===== src/rtl/frame_writer.sv =====
// frame_writer: writes a valid/ready pixel stream into the pixel RAM in
// row-major order, starting at a base address. It raises a one-cycle
// frame_done pulse when the last pixel of a frame has been written.
// Optional build macro FRAME_DBUF_EN enables double buffering:
//   - adds a front_sel output;
//   - each frame alternates between base_addr and base_addr + IMG_W*IMG_H.
module frame_writer #(
    parameter int IMG_W  = 640,
    parameter int IMG_H  = 480,
    parameter int ADDR_W = 19,
    parameter int DATA_W = 8
) (
    input  logic              clk,
    input  logic              rst_n,
    input  logic              start,
    input  logic [ADDR_W-1:0] base_addr,
    input  logic              abort,
    input  logic              in_valid,
    input  logic [DATA_W-1:0] in_data,
    output logic              in_ready,
    output logic [ADDR_W-1:0] pixel_address_ram,
    output logic [DATA_W-1:0] pixel_data_ram,
    output logic              ram_we,
    output logic              busy,
    output logic              frame_done,
    output logic [9:0]        col,
    output logic [9:0]        row
`ifdef FRAME_DBUF_EN
    ,
    output logic              front_sel
`endif
);

    typedef enum logic [1:0] {
        S_IDLE  = 2'd0,
        S_WRITE = 2'd1,
        S_FLUSH = 2'd2
    } state_t;

    localparam logic [9:0] COL_LAST = 10'(IMG_W - 1);
    localparam logic [9:0] ROW_LAST = 10'(IMG_H - 1);
`ifdef FRAME_DBUF_EN
    // Offset of the back buffer; wraps modulo 2^ADDR_W like all address math.
    localparam logic [ADDR_W-1:0] FRAME_SIZE = ADDR_W'(IMG_W * IMG_H);
`endif

    state_t            r_state;
    logic [ADDR_W-1:0] r_addr;      // address the next accepted pixel goes to
    logic [ADDR_W-1:0] r_wr_addr;
    logic [DATA_W-1:0] r_wr_data;
    logic              r_ram_we;
    logic              r_in_ready;
    logic              r_busy;
    logic              r_frame_done;
    logic [9:0]        r_col;
    logic [9:0]        r_row;
`ifdef FRAME_DBUF_EN
    logic              r_front_sel;
`endif

    logic [ADDR_W-1:0] w_eff_base;
    logic              w_accept;
    logic              w_last_col;
    logic              w_last_pix;

    // Frame start address: front buffer or back buffer when double buffering.
    always_comb begin
`ifdef FRAME_DBUF_EN
        w_eff_base = r_front_sel ? (base_addr + FRAME_SIZE) : base_addr;
`else
        w_eff_base = base_addr;
`endif
    end

    // Handshake and end-of-row / end-of-frame decode.
    always_comb begin
        w_accept   = (r_state == S_WRITE) && in_valid && r_in_ready;
        w_last_col = (r_col == COL_LAST);
        w_last_pix = w_last_col && (r_row == ROW_LAST);
    end

    // Control FSM with registered outputs and a running-increment address.
    always_ff @(posedge clk) begin
        if (!rst_n) begin
            r_state      <= S_IDLE;
            r_addr       <= '0;
            r_wr_addr    <= '0;
            r_wr_data    <= '0;
            r_ram_we     <= 1'b0;
            r_in_ready   <= 1'b0;
            r_busy       <= 1'b0;
            r_frame_done <= 1'b0;
            r_col        <= '0;
            r_row        <= '0;
`ifdef FRAME_DBUF_EN
            r_front_sel  <= 1'b0;
`endif
        end else begin
            // Write strobe and completion pulse only last one cycle.
            r_ram_we     <= 1'b0;
            r_frame_done <= 1'b0;
            case (r_state)
                S_IDLE: begin
                    // abort beats a simultaneous start
                    if (start && !abort) begin
                        r_addr     <= w_eff_base;
                        r_col      <= '0;
                        r_row      <= '0;
                        r_in_ready <= 1'b1;
                        r_busy     <= 1'b1;
                        r_state    <= S_WRITE;
                    end
                end
                S_WRITE: begin
                    if (abort) begin
                        // any pixel offered on this edge is dropped
                        r_in_ready <= 1'b0;
                        r_busy     <= 1'b0;
                        r_state    <= S_IDLE;
                    end else if (w_accept) begin
                        r_wr_addr <= r_addr;
                        r_wr_data <= in_data;
                        r_ram_we  <= 1'b1;
                        r_addr    <= r_addr + 1'b1;
                        if (w_last_col) begin
                            r_col <= '0;
                            r_row <= r_row + 10'd1;
                        end else begin
                            r_col <= r_col + 10'd1;
                        end
                        if (w_last_pix) begin
                            r_in_ready   <= 1'b0;
                            r_frame_done <= 1'b1;
                            r_state      <= S_FLUSH;
                        end
                    end
                end
                S_FLUSH: begin
                    // last write and frame_done are visible this cycle
                    r_busy  <= 1'b0;
                    r_state <= S_IDLE;
`ifdef FRAME_DBUF_EN
                    r_front_sel <= ~r_front_sel;
`endif
                end
                default: begin
                    r_in_ready <= 1'b0;
                    r_busy     <= 1'b0;
                    r_state    <= S_IDLE;
                end
            endcase
        end
    end

    assign in_ready          = r_in_ready;
    assign pixel_address_ram = r_wr_addr;
    assign pixel_data_ram    = r_wr_data;
    assign ram_we            = r_ram_we;
    assign busy              = r_busy;
    assign frame_done        = r_frame_done;
    assign col               = r_col;
    assign row               = r_row;
`ifdef FRAME_DBUF_EN
    assign front_sel         = r_front_sel;
`endif

endmodule

===== config.mk =====
export PLATFORM = sky130hd
export DESIGN_NAME = frame_writer
export DESIGN_NICKNAME = d
export VERILOG_FILES = /design/src/rtl/frame_writer.sv
export SDC_FILE = /design/constraint.sdc
export NUM_CORES = 1
export LEC_CHECK = 0
export BUFFER_PORTS_ARGS = -buffer_cell sky130_fd_sc_hd__buf_4
export CAP_MARGIN = 20
export CORE_MARGIN = 2
export CORE_UTILIZATION = 34
export DETAILED_ROUTE_END_ITERATION = 16
export PLACE_DENSITY_LB_ADDON = 0.2
export SLEW_MARGIN = 0
export SYNTH_ARGS = -nofsm -noshare
export SYNTH_HDL_FRONTEND = slang
export SYNTH_SLANG_ARGS = --single-unit
export TNS_END_PERCENT = 30

===== constraint.sdc =====
create_clock -name clk -period 2 [get_ports clk]
set_input_delay 0.4 -clock clk [delete_from_list [all_inputs] [get_ports clk]]
set_output_delay 0.4 -clock clk [all_outputs]
set_load 0.01 [all_outputs]

Word level (Yosys, flattened, before mapping):

Index checks and enable logic that the tools add are counted.

* bitwise operators: 5
* reduce and logical (&&, ||, !) cells: 15
* add/sub/neg operators: 3
* multiplexer cells: 27
* equality and inequality tests: 11

Operator list (count)
* 2-to-1 mux 10 bit: 7
* 2-to-1 mux 19 bit: 3
* one-hot mux 10 bit (2 select lines): 2
* one-hot mux 19 bit (2 select lines): 1
* adder 10 x 1 -> 10 bit (second input constant): 2
* adder 19 x 1 -> 19 bit (second input constant): 1
* equality test 10 bit (second input constant): 1
* equality test 10 x 9 -> 1 bit (second input constant): 1
* != test 2 bit (second input constant): 5
* 2-to-1 mux 2 bit: 4
* AND reduction 4 bit: 2
* 2-to-1 mux 1 bit: 7
* != test 3 bit (second input constant): 2
* AND reduction 3 bit: 2
* NOT 1 bit: 5
* AND reduction 5 bit: 1
* logical AND 1 bit: 4
* one-hot mux 2 bit (2 select lines): 1
* OR reduction 4 bit: 1
* one-hot mux 1 bit (3 select lines): 1
* OR reduction 3 bit: 1
* equality test 2 x 1 -> 1 bit (second input constant): 1
* equality test 2 bit (second input constant): 1
* logical NOT 2 bit: 1
* other kinds (4): 4

* output and inout port bits: 51
* flip-flop bits (word level): 72
* word-level logic and storage cells: 71
* bits of input ports: 32

Logic depth before layout (Yosys ltp):

* depth after elaboration: 6
* mapped depth: 8
* gate-level depth less buffers: 6

Worst setup path before layout:

No wires, ideal clock.

* path kind: register -> register
* from: register r_col[0] (netlist: col[0])
* to: register r_row[9] (netlist: row[9])
* path buffers: 0
* clock period less this slack: 2.095 ns
* setup slack: -0.095 ns
* data arrival time: 2.022 ns
* setup time: 0.073 ns
* stages on the path, launching flop included: 7
* required time: 1.927 ns
* path through: dfxtp_1 -> ha_1 -> and4bb_2 -> a31oi_1 -> or4_4 -> or3_1 -> a21oi_1

* word-level cells in the longest chain between the ends: 3

Ends and longest elaborated chain
* from (decl): RTL line 55 `logic [9:0] r_col;`
* from (signal assigned): RTL line 129 `r_col <= r_col + 10'd1;`
* equality test 10 bit: RTL line 78 `w_last_col = (r_col == COL_LAST);`
* != test 2 bit (no source line)
* AND reduction 5 bit (no source line)
* to (signal assigned): RTL line 127 `r_row <= r_row + 10'd1;`
* to (decl): RTL line 56 `logic [9:0] r_row;`

No other way between the ends.
A chain may end at the register's enable or synchronous reset.

Final worst setup path:

* from: register r_col[1] (netlist: col[1])
* to: register r_row[9] (netlist: row[9])

Same word-level chain as after synthesis.

==> run_results.csv <==
group,metric,value,unit
timing,fin_crit,1930,ps
critical_path,r2r_cells,6,
die,start_util,35.1,%
final_layout,seq_area,1440,µm²
timing,setup_viol,0,
critical_path,critPathBufInv,0,
die,ioPinCount,83,
drt,ant_nets,0,
final_layout,multi_input_area,1730,µm²
synth,ys_top_cells_by_count,"89 x nand2_1, 72 x dfxtp_1, 47 x a21oi_1, 31 x nor2_1, 22 x clkbuf_1",
timing,hold_ws,289,ps
grt,track_usage,18.2,%
clock_network,cts-root-buf,"clkbuf_8",
final_layout,diodes,0,
synth,synthMostInstantiatedCell,"nand2_1",
pwr,finalPower,2.97,mW
grt,antenna_found_initial,0,
drt,drc,0,
grt,grt_pass1_vias,3153,
grt,grt_max_degree,35,
critical_path,cp_max_fo,4,
final_layout,fillers,953,
clock_network,clk_pin_slew,80,ps
drt,vias,3220,
die,coreArea,9280,µm²
pwr,pwr-share-seq,50.5,%
synth,yosys_warnings,0,
placed_design,finalWeightedCongestion,0.830,
drt,drtIter0Drc,149,
worst_hold_path,hold_depth,3,
grt,overflow,0,
die,die_h,102,µm
critical_path,r2r-start,"col[1]$_SDFFE_PN0P_",
synth,synth.ff_latch_count,72,
pwr,p_switching,763,µW
critical_path,crit_arrival,2230,ps
pwr,leakagePower,1.73,nW
synth,seq_area_frac_synth,44.2,%
final_layout,layout.cells.non_filler,642,
synth,synth_area,3260,µm²
timing,period_share,96.7,%
synth,synthArstFlopShare,0,%
placed_design,hpwl,6350,µm
critical_path,required,2300,ps
final_layout,nets,543,
drt,viasPerCell,5.02,
worst_hold_path,min_to,"pixel_data_ram[5]$_SDFFE_PN0P_",
worst_hold_path,min-delay-start,"in_data[5]",
critical_path,r2r_slack,70,ps
pwr,power_frac_clock,40.6,%
timing,slew_violations,0,
clock_network,h-tree-depth,3,
critical_path,worstSetupEndpointType,"register",
die,die_width,102,µm
clock_network,postCtsSetupBuffers,0,
die,rows,35,
die,die_area,10400,µm²
synth,synth_nets,447,
drt,drt-total-wl,8920,µm
synth,synth_ff_type,"dfxtp_1",
placed_design,port_buffers,82,
timing,skew,6.26,ps
placed_design,dp.cells,626,
critical_path,crit_chain,"ha_2 -> and4bb_2 -> a31oi_2 -> or4_4 -> or3_4 -> a21oi_2",
timing,finalHoldViolCount,0,
synth,netlist_instances,412,
critical_path,setup.worst_path.start_class,"register",
drt,wl_per_cell,13.9,µm
timing,max_slew_margin,75.7,%
outcome,status,"complete, no violations",
synth,yosysTopAreaCellShare,44.2,%
clock_network,cts_tree,"done",
pwr,p_sw_share,25.7,%
worst_hold_path,hp-class,"in2reg",
clock_network,cts.sinks,72,
pwr,p_int,2.20,mW
critical_path,cpPeakStageDelay,510,ps
critical_path,path_class,"reg2reg",
synth,syn_avg_cell_area,7.91,µm²
timing,max_freq,517,MHz
synth,synth_area_leaders,"dfxtp_1 44%, nand2_1 10%, a21oi_1 7.2%",
timing,tightest_slew,361,ps
clock_network,cts_inserted_buffers,9,
final_layout,drive_above_1_share,27.5,%
critical_path,reg2reg_to,"row[9]$_SDFFE_PN0P_",
pwr,vdd_drop_max,0.324,mV
critical_path,crit_family,"simple AND/OR/NAND/NOR gates",
pwr,p_per_area,675,nW/µm²
clock_network,cts_buffer_depth,2,
grt,grt_pass1_wl,15000,µm
pwr,pwr-share-comb,8.9,%
final_layout,areaGrowthSynthToFinish,34.8,%
drt,first_pass_iters,4,
synth,synth_area_leader_cell,"dfxtp_1",
clock_network,clock_latency,350,ps
synth,ys_types,52,
job,max_cap_viol_count,0,
timing,rsz0062_at_grt,"true",
synth,synth-edff-count,0,
critical_path,cpMaxStageDelayCell,"or4_4",
final_layout,post-route-util,47.3,%
==> metal layers <==
layer	wire, µm	vias up	track usage [%]
met4	53	0	5.54
li1	-	1645	-
met1	4220	1491	24.1
met2	4110	80	28.7
met5	0	-	0
met3	536	4	5.54
==> worst min-delay path: cells and delay by family <==
kind,cells,cell delay [ps]
simple gates,1,40
buf+inv,1,110
compound gates,1,50
==> registers in the layout (all words and copies together) (netlist names) <==
register,cells
pixel_address_ram,19
r_addr,19
col,10
row,10
pixel_data_ram,8
r_state,2
busy,1
frame_done,1
in_ready,1
ram_we,1
==> cell families (layout without fill, tap and decap cells) <==
| kind of cell | after synthesis | in the layout | share of synthesized area, % |
|---|---|---|---|
| compound gates | 98 | 98 | 18.4 |
| xor+xnor | 14 | 14 | 3.76 |
| fa+ha+maj | 3 | 3 | 1.15 |
| buf+inv | 29 | 130 | 3.84 |
| flops | 72 | 72 | 44.2 |
| mux | 2 | 2 | 0.614 |
| simple gates | 194 | 194 | 28.0 |
==> what timing repair did <==
| action | 4_1_cts | 5_1_grt |
|---|---|---|
| hold buffers | 0 | 0 |
| setup endpoints to repair | 0 | 4 |
| endpoints found under the hold margin | 0 | 0 |
| gates resized for setup | 0 | 4 |
==> cell usage in the layout (no fill, tap or decap), drive strengths merged, types with 3 or more instances in the layout <==
cell	instances
clkbuf	10
nor2	31
or3	7
xnor2	5
a31oi	3
nand2b	3
nor3	7
buf	111
nand3	20
o211ai	3
o21ai	17
nand4	8
and4	3
a21oi	47
xor2	9
nor4	4
inv	4
nand2	89
dfxtp	72
and3	6
o31ai	3
a211oi	3
and2	9
ha	3
==> power by group through the flow <==
| stage | combinational, mW | sequential, mW | clock [mW] |
|---|---|---|---|
| after global placement | 0.263 | 1.53 | 0 |
| final | 0.265 | 1.50 | 1.20 |
| after CTS | 0.267 | 1.50 | 1.24 |
| after floorplan | 0.137 | 1.53 | 0 |
| after detailed placement | 0.266 | 1.53 | 0 |
| after global routing | 0.297 | 1.50 | 1.30 |
==> worst max path at each step <==
stage,startpoint,to,slack (ps),cells past startpoint
after floorplan,col[0]$_SDFFE_PN0P_,row[9]$_SDFFE_PN0P_,3,6
after global placement,in_valid,row[9]$_SDFFE_PN0P_,50,6
after detailed placement,in_valid,row[9]$_SDFFE_PN0P_,20,6
after CTS,col[1]$_SDFFE_PN0P_,row[9]$_SDFFE_PN0P_,30,6
after global routing,col[1]$_SDFFE_PN0P_,row[9]$_SDFFE_PN0P_,-6,6
final,col[1]$_SDFFE_PN0P_,row[9]$_SDFFE_PN0P_,70,6
==> through the flow <==
stage / cell area, µm² / setup slack, ps / setup TNS [ps]
after global placement: 4170 / 55.0 / 0
after global routing: 4390 / -6.37 / -6.37
final: 4390 / 66.5 / 0
after floorplan: 3270 / 2.81 / 0
after CTS: 4380 / 32.7 / 0
after detailed placement: 4170 / 18.5 / 0
==> final cells by class <==
| cell class | count | share of cell area (%) |
|---|---|---|
| clock buffer | 10 | 3.13 |
| clock inverter | 6 | 1.54 |
| inverter | 3 | 0.256 |
| multi-input combinational | 311 | 39.3 |
| sequential | 72 | 32.9 |
| tap | 129 | 3.67 |
| timing repair buffer | 111 | 19.3 |
Note: power is estimated with default switching activity, not from simulation.
